### config.mk
export PLATFORM = sky130hd
export DESIGN_NAME = matrix_multiply_3x3
export DESIGN_NICKNAME = d
export VERILOG_FILES = /design/src/rtl/matrix_multiply_3x3.sv
export SDC_FILE = /design/constraint.sdc
export NUM_CORES = 2
export LEC_CHECK = 0
export ABC_AREA = 1
export BUFFER_PORTS_ARGS = -buffer_cell sky130_fd_sc_hd__buf_2
export CORE_ASPECT_RATIO = 0.8
export CORE_MARGIN = 2
export CORE_UTILIZATION = 34
export CTS_BUF_LIST = sky130_fd_sc_hd__clkbuf_2
export DETAILED_ROUTE_END_ITERATION = 6
export RECOVER_POWER = 25
export SLEW_MARGIN = 15
export SYNTH_ARGS = -nofsm -noshare
export SYNTH_HDL_FRONTEND = slang
export SYNTH_SLANG_ARGS = --single-unit
export TNS_END_PERCENT = 30
### constraint.sdc
create_clock -name clk_i -period 16.3 [get_ports clk_i]
set_clock_uncertainty 0.15 [all_clocks]
set_input_delay 1.63 -clock clk_i [delete_from_list [all_inputs] [get_ports clk_i]]
set_output_delay 1.63 -clock clk_i [all_outputs]
set_load 0.03 [all_outputs]
### src/rtl/matrix_multiply_3x3.sv
// rtl/matrix_multiply_3x3.sv - streaming fixed-point C = A x B with a single MAC
module matrix_multiply_3x3 #(
  parameter int W    = 16,
  parameter int FRAC = 8,
  parameter int N    = 3
) (
  input  logic         clk_i,
  input  logic         rst_i,
  input  logic         in_valid_i,
  output logic         in_ready_o,
  input  logic [W-1:0] in_data_i,
  output logic         out_valid_o,
  input  logic         out_ready_i,
  output logic [W-1:0] out_data_o,
  output logic         out_last_o,
  output logic         busy_o,
  output logic         ovf_o
);

  localparam int NN = N * N;
  localparam int EW = $clog2(NN);
  localparam int CW = $clog2(2 * NN);
  localparam int KW = $clog2(N);
  localparam int AW = 2 * W + $clog2(N);
  localparam logic signed [AW-1:0] SAT_MAX = AW'((1 << (W - 1)) - 1);
  localparam logic signed [AW-1:0] SAT_MIN = AW'(-(1 << (W - 1)));
  localparam logic [KW-1:0] KMAX = KW'(N - 1);

  typedef enum logic [1:0] {LOAD, COMPUTE, DRAIN} state_t;

  state_t state_q, state_d;
  logic live_q, live_d;
  logic [CW-1:0] ld_cnt_q, ld_cnt_d;
  logic [KW-1:0] i_q, i_d, j_q, j_d, k_q, k_d;
  logic [EW-1:0] idx_q, idx_d;
  logic signed [AW-1:0] acc_q, acc_d;
  logic ovf_q, ovf_d;

  logic signed [W-1:0] a_q [NN];
  logic signed [W-1:0] b_q [NN];
  logic signed [W-1:0] c_q [NN];

  logic a_we, b_we, c_we;
  logic [CW-1:0] b_wr;
  logic [EW-1:0] a_rd, b_rd, c_wr;
  logic signed [2*W-1:0] prod;
  logic signed [AW-1:0] acc_sum, shifted;
  logic sat_hi, sat_lo;
  logic [W-1:0] c_val;

  // Datapath: one product per cycle, element result taken from the running sum.
  always_comb begin
    a_rd    = EW'(i_q * N + k_q);
    b_rd    = EW'(k_q * N + j_q);
    c_wr    = EW'(i_q * N + j_q);
    b_wr    = ld_cnt_q - CW'(NN);
    prod    = a_q[a_rd] * b_q[b_rd];
    acc_sum = acc_q + AW'(prod);
    shifted = acc_sum >>> FRAC;
    sat_hi  = shifted > SAT_MAX;
    sat_lo  = shifted < SAT_MIN;
    c_val   = sat_hi ? SAT_MAX[W-1:0] : (sat_lo ? SAT_MIN[W-1:0] : shifted[W-1:0]);
  end

  always_ff @(posedge clk_i or posedge rst_i) begin
    if (rst_i) state_q <= LOAD;
    else       state_q <= state_d;
  end

  always_comb begin
    in_ready_o  = live_q && (state_q == LOAD);
    out_valid_o = (state_q == DRAIN);
    out_last_o  = out_valid_o && (idx_q == EW'(NN - 1));
    out_data_o  = out_valid_o ? c_q[idx_q] : '0;
    busy_o      = (state_q == COMPUTE) || (state_q == DRAIN);
    ovf_o       = ovf_q;

    state_d  = state_q;
    live_d   = 1'b1;
    ld_cnt_d = ld_cnt_q;
    i_d      = i_q;
    j_d      = j_q;
    k_d      = k_q;
    idx_d    = idx_q;
    acc_d    = acc_q;
    ovf_d    = ovf_q;
    a_we     = 1'b0;
    b_we     = 1'b0;
    c_we     = 1'b0;

    case (state_q)
      LOAD: begin
        if (in_valid_i && in_ready_o) begin
          if (ld_cnt_q == '0) ovf_d = 1'b0;
          if (ld_cnt_q < CW'(NN)) a_we = 1'b1;
          else                    b_we = 1'b1;
          if (ld_cnt_q == CW'(2 * NN - 1)) begin
            ld_cnt_d = '0;
            state_d  = COMPUTE;
          end else begin
            ld_cnt_d = ld_cnt_q + CW'(1);
          end
        end
      end
      COMPUTE: begin
        if (k_q == KMAX) begin
          k_d   = '0;
          acc_d = '0;
          c_we  = 1'b1;
          if (sat_hi || sat_lo) ovf_d = 1'b1;
          if (j_q == KMAX) begin
            j_d = '0;
            if (i_q == KMAX) begin
              i_d     = '0;
              state_d = DRAIN;
            end else begin
              i_d = i_q + KW'(1);
            end
          end else begin
            j_d = j_q + KW'(1);
          end
        end else begin
          k_d   = k_q + KW'(1);
          acc_d = acc_sum;
        end
      end
      DRAIN: begin
        if (out_ready_i) begin
          if (idx_q == EW'(NN - 1)) begin
            idx_d   = '0;
            state_d = LOAD;
          end else begin
            idx_d = idx_q + EW'(1);
          end
        end
      end
      default: state_d = LOAD;
    endcase
  end

  always_ff @(posedge clk_i or posedge rst_i) begin
    if (rst_i) begin
      live_q   <= 1'b0;
      ld_cnt_q <= '0;
      i_q      <= '0;
      j_q      <= '0;
      k_q      <= '0;
      idx_q    <= '0;
      acc_q    <= '0;
      ovf_q    <= 1'b0;
      for (int n = 0; n < NN; n++) begin
        a_q[n] <= '0;
        b_q[n] <= '0;
        c_q[n] <= '0;
      end
    end else begin
      live_q   <= live_d;
      ld_cnt_q <= ld_cnt_d;
      i_q      <= i_d;
      j_q      <= j_d;
      k_q      <= k_d;
      idx_q    <= idx_d;
      acc_q    <= acc_d;
      ovf_q    <= ovf_d;
      if (a_we) a_q[ld_cnt_q[EW-1:0]] <= in_data_i;
      if (b_we) b_q[b_wr[EW-1:0]] <= in_data_i;
      if (c_we) c_q[c_wr] <= c_val;
    end
  end

endmodule

==> impl_metrics.py <==
metrics = {
    "detailed_routing": {
        "viasPerCell": 5.02,
        "drt-pass1-iter-count": 6,
        "wl_per_cell_um": 17.9,
        "drc": 0,
        "drt-initial-drc-count": 2501,
        "vias": 28200,
        "antenna_left": 0,
        "wirelength_um": 100000,
    },
    "setup_path": {
        "crit_top_cell": "fa_1",
        "timing.rr.end": "c_q[9]",
        "cpPeakStageDelay_ps": 980,
        "worstReg2RegStart": "j_q[1]",
        "worstSetupStartpointType": "flop",
        "end_kind": "flop",
        "slowest_stage": "a32oi_1",
        "arrival_ps": 11730,
        "critical_path_class": "flop to flop",
        "critPathLaunch": "j_q[1]",
        "reg2reg_slack_ps": 5570,
        "worstPathRequired_ps": 17310,
        "crit_fanout": 30,
        "ff2ff_path_depth": 32,
    },
    "place": {
        "port_buffers": 40,
        "hpwl_um": 67800,
        "place_congestion": 0.907,
    },
    "grt": {
        "grt_pass1_wl_um": 162000,
        "grt_max_degree": 174,
        "grt_usage_pct": 20.1,
        "antenna_found_initial": 1,
        "grt_remaining_overflow": 0,
        "grt_pass1_vias": 28400,
    },
    "sta": {
        "setup_viol": 0,
        "min_period_ps": 10730,
        "relSlewSlack_pct": -276,
        "slew_viol_final": 243,
        "tns_ps": 0,
        "finalHoldViolations": 0,
        "worst_slew_pin_slew_ps": 5610,
        "max_freq_mhz": 93.2,
        "timing.final.crit_share_pct": 65.8,
        "rsz0062_at_grt": "no",
    },
    "logic_synthesis": {
        "synth_adder_area_share_pct": 22.8,
        "yosys.area_share.simple_pct": 19.6,
        "synth_ff_type": "dfrtp_1",
        "synth_compound_area_share_pct": 12.4,
        "synth-xor-area-share_pct": 0.879,
        "syn_avg_cell_area_sq_um": 8.21,
        "synth_cell_type_count": 48,
        "synth_top_family_by_area": "adder cells",
        "yosysWarningCount": 0,
        "netlist_instances": 4148,
        "syn_area_sq_um": 34000,
        "synth.net_count": 4603,
        "synthMuxAreaShare_pct": 0,
        "synth.ff_latch_count": 485,
        "yosysSeqAreaShare_pct": 35.7,
        "synth_edf_count": 0,
        "async_reset_ff_share_pct": 100,
    },
    "cells_and_area": {
        "fin_nets": 4656,
        "drive_gt1_share_pct": 9.19,
        "syn_to_final_growth_pct": 8.61,
        "fillers": 10200,
        "final_common_cell": "nand2_1",
        "final_cell_mix": "nand2_1 (1030), inv_1 (550), nor2_1 (513)",
    },
    "worst_hold_path": {
        "hold_depth": 2,
        "hold_class": "flop to flop",
        "hold_path_end": "c_q[32]",
        "hp-start": "c_q[32]",
    },
    "clock_network": {
        "cts_buffer_depth": 3,
        "post_cts_buffers": 0,
        "clk_transition_reported_paths_ps": 100,
        "cts_buffers": 134,
        "clk_latency_ps": 1370,
        "hold_buffers": 0,
        "htreeDepth": 4,
        "root_buffer": "clkbuf_2",
        "cts_tree": "done",
        "post_cts_resized": 0,
        "cts_sinks": 485,
    },
    "floorplan": {
        "core_sq_um": 99000,
        "rows": 103,
        "initial_core_util_pct": 34.4,
        "die_y_um": 287,
        "boundaryPins": 41,
        "die_area_sq_um": 103000,
        "fp.dieW_um": 358,
    },
    "outcome": {
        "status": "finished, violations left",
        "violations": "max-capacitance violations, max-slew violations",
    },
    "job": {
        "drv_cap": 3,
    },
}
[worst max-delay path, delay by kind of cell (launching register included)]
| kind | cells | cell delay, ps |
|---|---|---|
| adders and majority gates | 10 | 5190 |
| and+or+nand+nor | 14 | 2010 |
| AOI/OAI and AO/OA | 3 | 1740 |
| buffers and inverters | 5 | 970 |
| DFF | 1 | 440 |
[worst max path at each step]
stage,cells after the start,slack [ps],endpoint
after floorplan,1,990,a_q[0]
after global placement,31,5950,c_q[11]
after detailed placement,31,5810,c_q[91]
after CTS,31,5700,c_q[9]
after global routing,29,4840,c_q[125]
final,32,5570,c_q[9]
[stage by stage]
step | std cells | setup WS (ps) | hold WS, ps | area (sq um) | utilization [%]
final | 5614 | 5570 | 329 | 37000 | 37.3
after global routing | 5612 | 4840 | 306 | 37000 | 37.3
after CTS | 5611 | 5700 | 186 | 37000 | 37.4
after detailed placement | 5377 | 5810 | 310 | 35700 | 36.1
after global placement | 5377 | 5950 | 307 | 35700 | 36.1
after floorplan | 4148 | 986 | 293 | 34000 | -
[metal layers]
metal  vias up  track usage (%)  wire length, um  share of wire (%)
met5         -                0                0                  0
met4         0             5.55             1880                1.9
met3       141             4.75             8700                8.7
met2      1040             29.8            42800                 43
met1     13800             29.2            47100                 47
li1      13200                -                -                  -
[cell usage after synthesis, types with 2 or more instances]
master | n | area share (%)
buf_1 | 4 | 0.044
or2_2 | 4 | 0.074
clkbuf_1 | 176 | 1.9
fa_1 | 309 | 18
o31ai_1 | 4 | 0.088
o221ai_1 | 79 | 2.0
o22ai_1 | 10 | 0.18
nand4_1 | 17 | 0.31
ha_1 | 126 | 4.6
a21oi_1 | 174 | 2.6
o211ai_1 | 9 | 0.20
nand2_1 | 1030 | 11
nand3b_1 | 3 | 0.066
inv_2 | 13 | 0.14
xor2_1 | 19 | 0.49
or3_1 | 2 | 0.037
nor2_1 | 525 | 5.8
a32oi_1 | 18 | 0.46
dfrtp_1 | 485 | 36
o21ai_0 | 407 | 6.0
nand2_2 | 12 | 0.22
nor4_1 | 2 | 0.037
buf_8 | 2 | 0.088
nor3_1 | 7 | 0.10
nand2_4 | 11 | 0.36
o2111ai_1 | 2 | 0.051
xnor2_1 | 12 | 0.31
clkinv_1 | 11 | 0.12
buf_2 | 13 | 0.19
inv_1 | 554 | 6.1
nand3_1 | 76 | 1.1
a31oi_1 | 2 | 0.037
a32oi_2 | 11 | 0.53
o21bai_1 | 5 | 0.11
[state kept, by name (all words and copies together), names as in the netlist]
register / cells
idx_q: 4
k_q: 2
acc_q: 34
state_q: 2
ld_cnt_q: 5
a_q: 144
c_q: 144
ovf_o: 1
live_q: 1
i_q: 2
b_q: 144
j_q: 2
[area by class of cell]
| type | instances | area (sq um) | area share, % |
|---|---|---|---|
| antenna | 3 | 7.51 | 0.0203 |
| clock buffer | 190 | 951 | 2.57 |
| clock inverter | 44 | 299 | 0.809 |
| inverter | 578 | 2170 | 5.87 |
| multi-input combinational | 2890 | 19000 | 51.4 |
| sequential | 485 | 12100 | 32.8 |
| tap | 1312 | 1640 | 4.44 |
| timing repair buffer | 112 | 746 | 2.02 |
[logic make-up (layout without fill, tap and decap cells)]
logic type	count (synthesis)	after routing
AND/OR/NAND/NOR	1693	1693
buffers and inverters	773	924
AO/OA/AOI/OAI	729	729
flip-flops	485	485
adder cells (fa/ha/maj)	435	435
XOR/XNOR	32	32
other	1	4
Power is not shown: default switching activity piles up to over one toggle a cycle in this logic, so the estimate is an artifact.
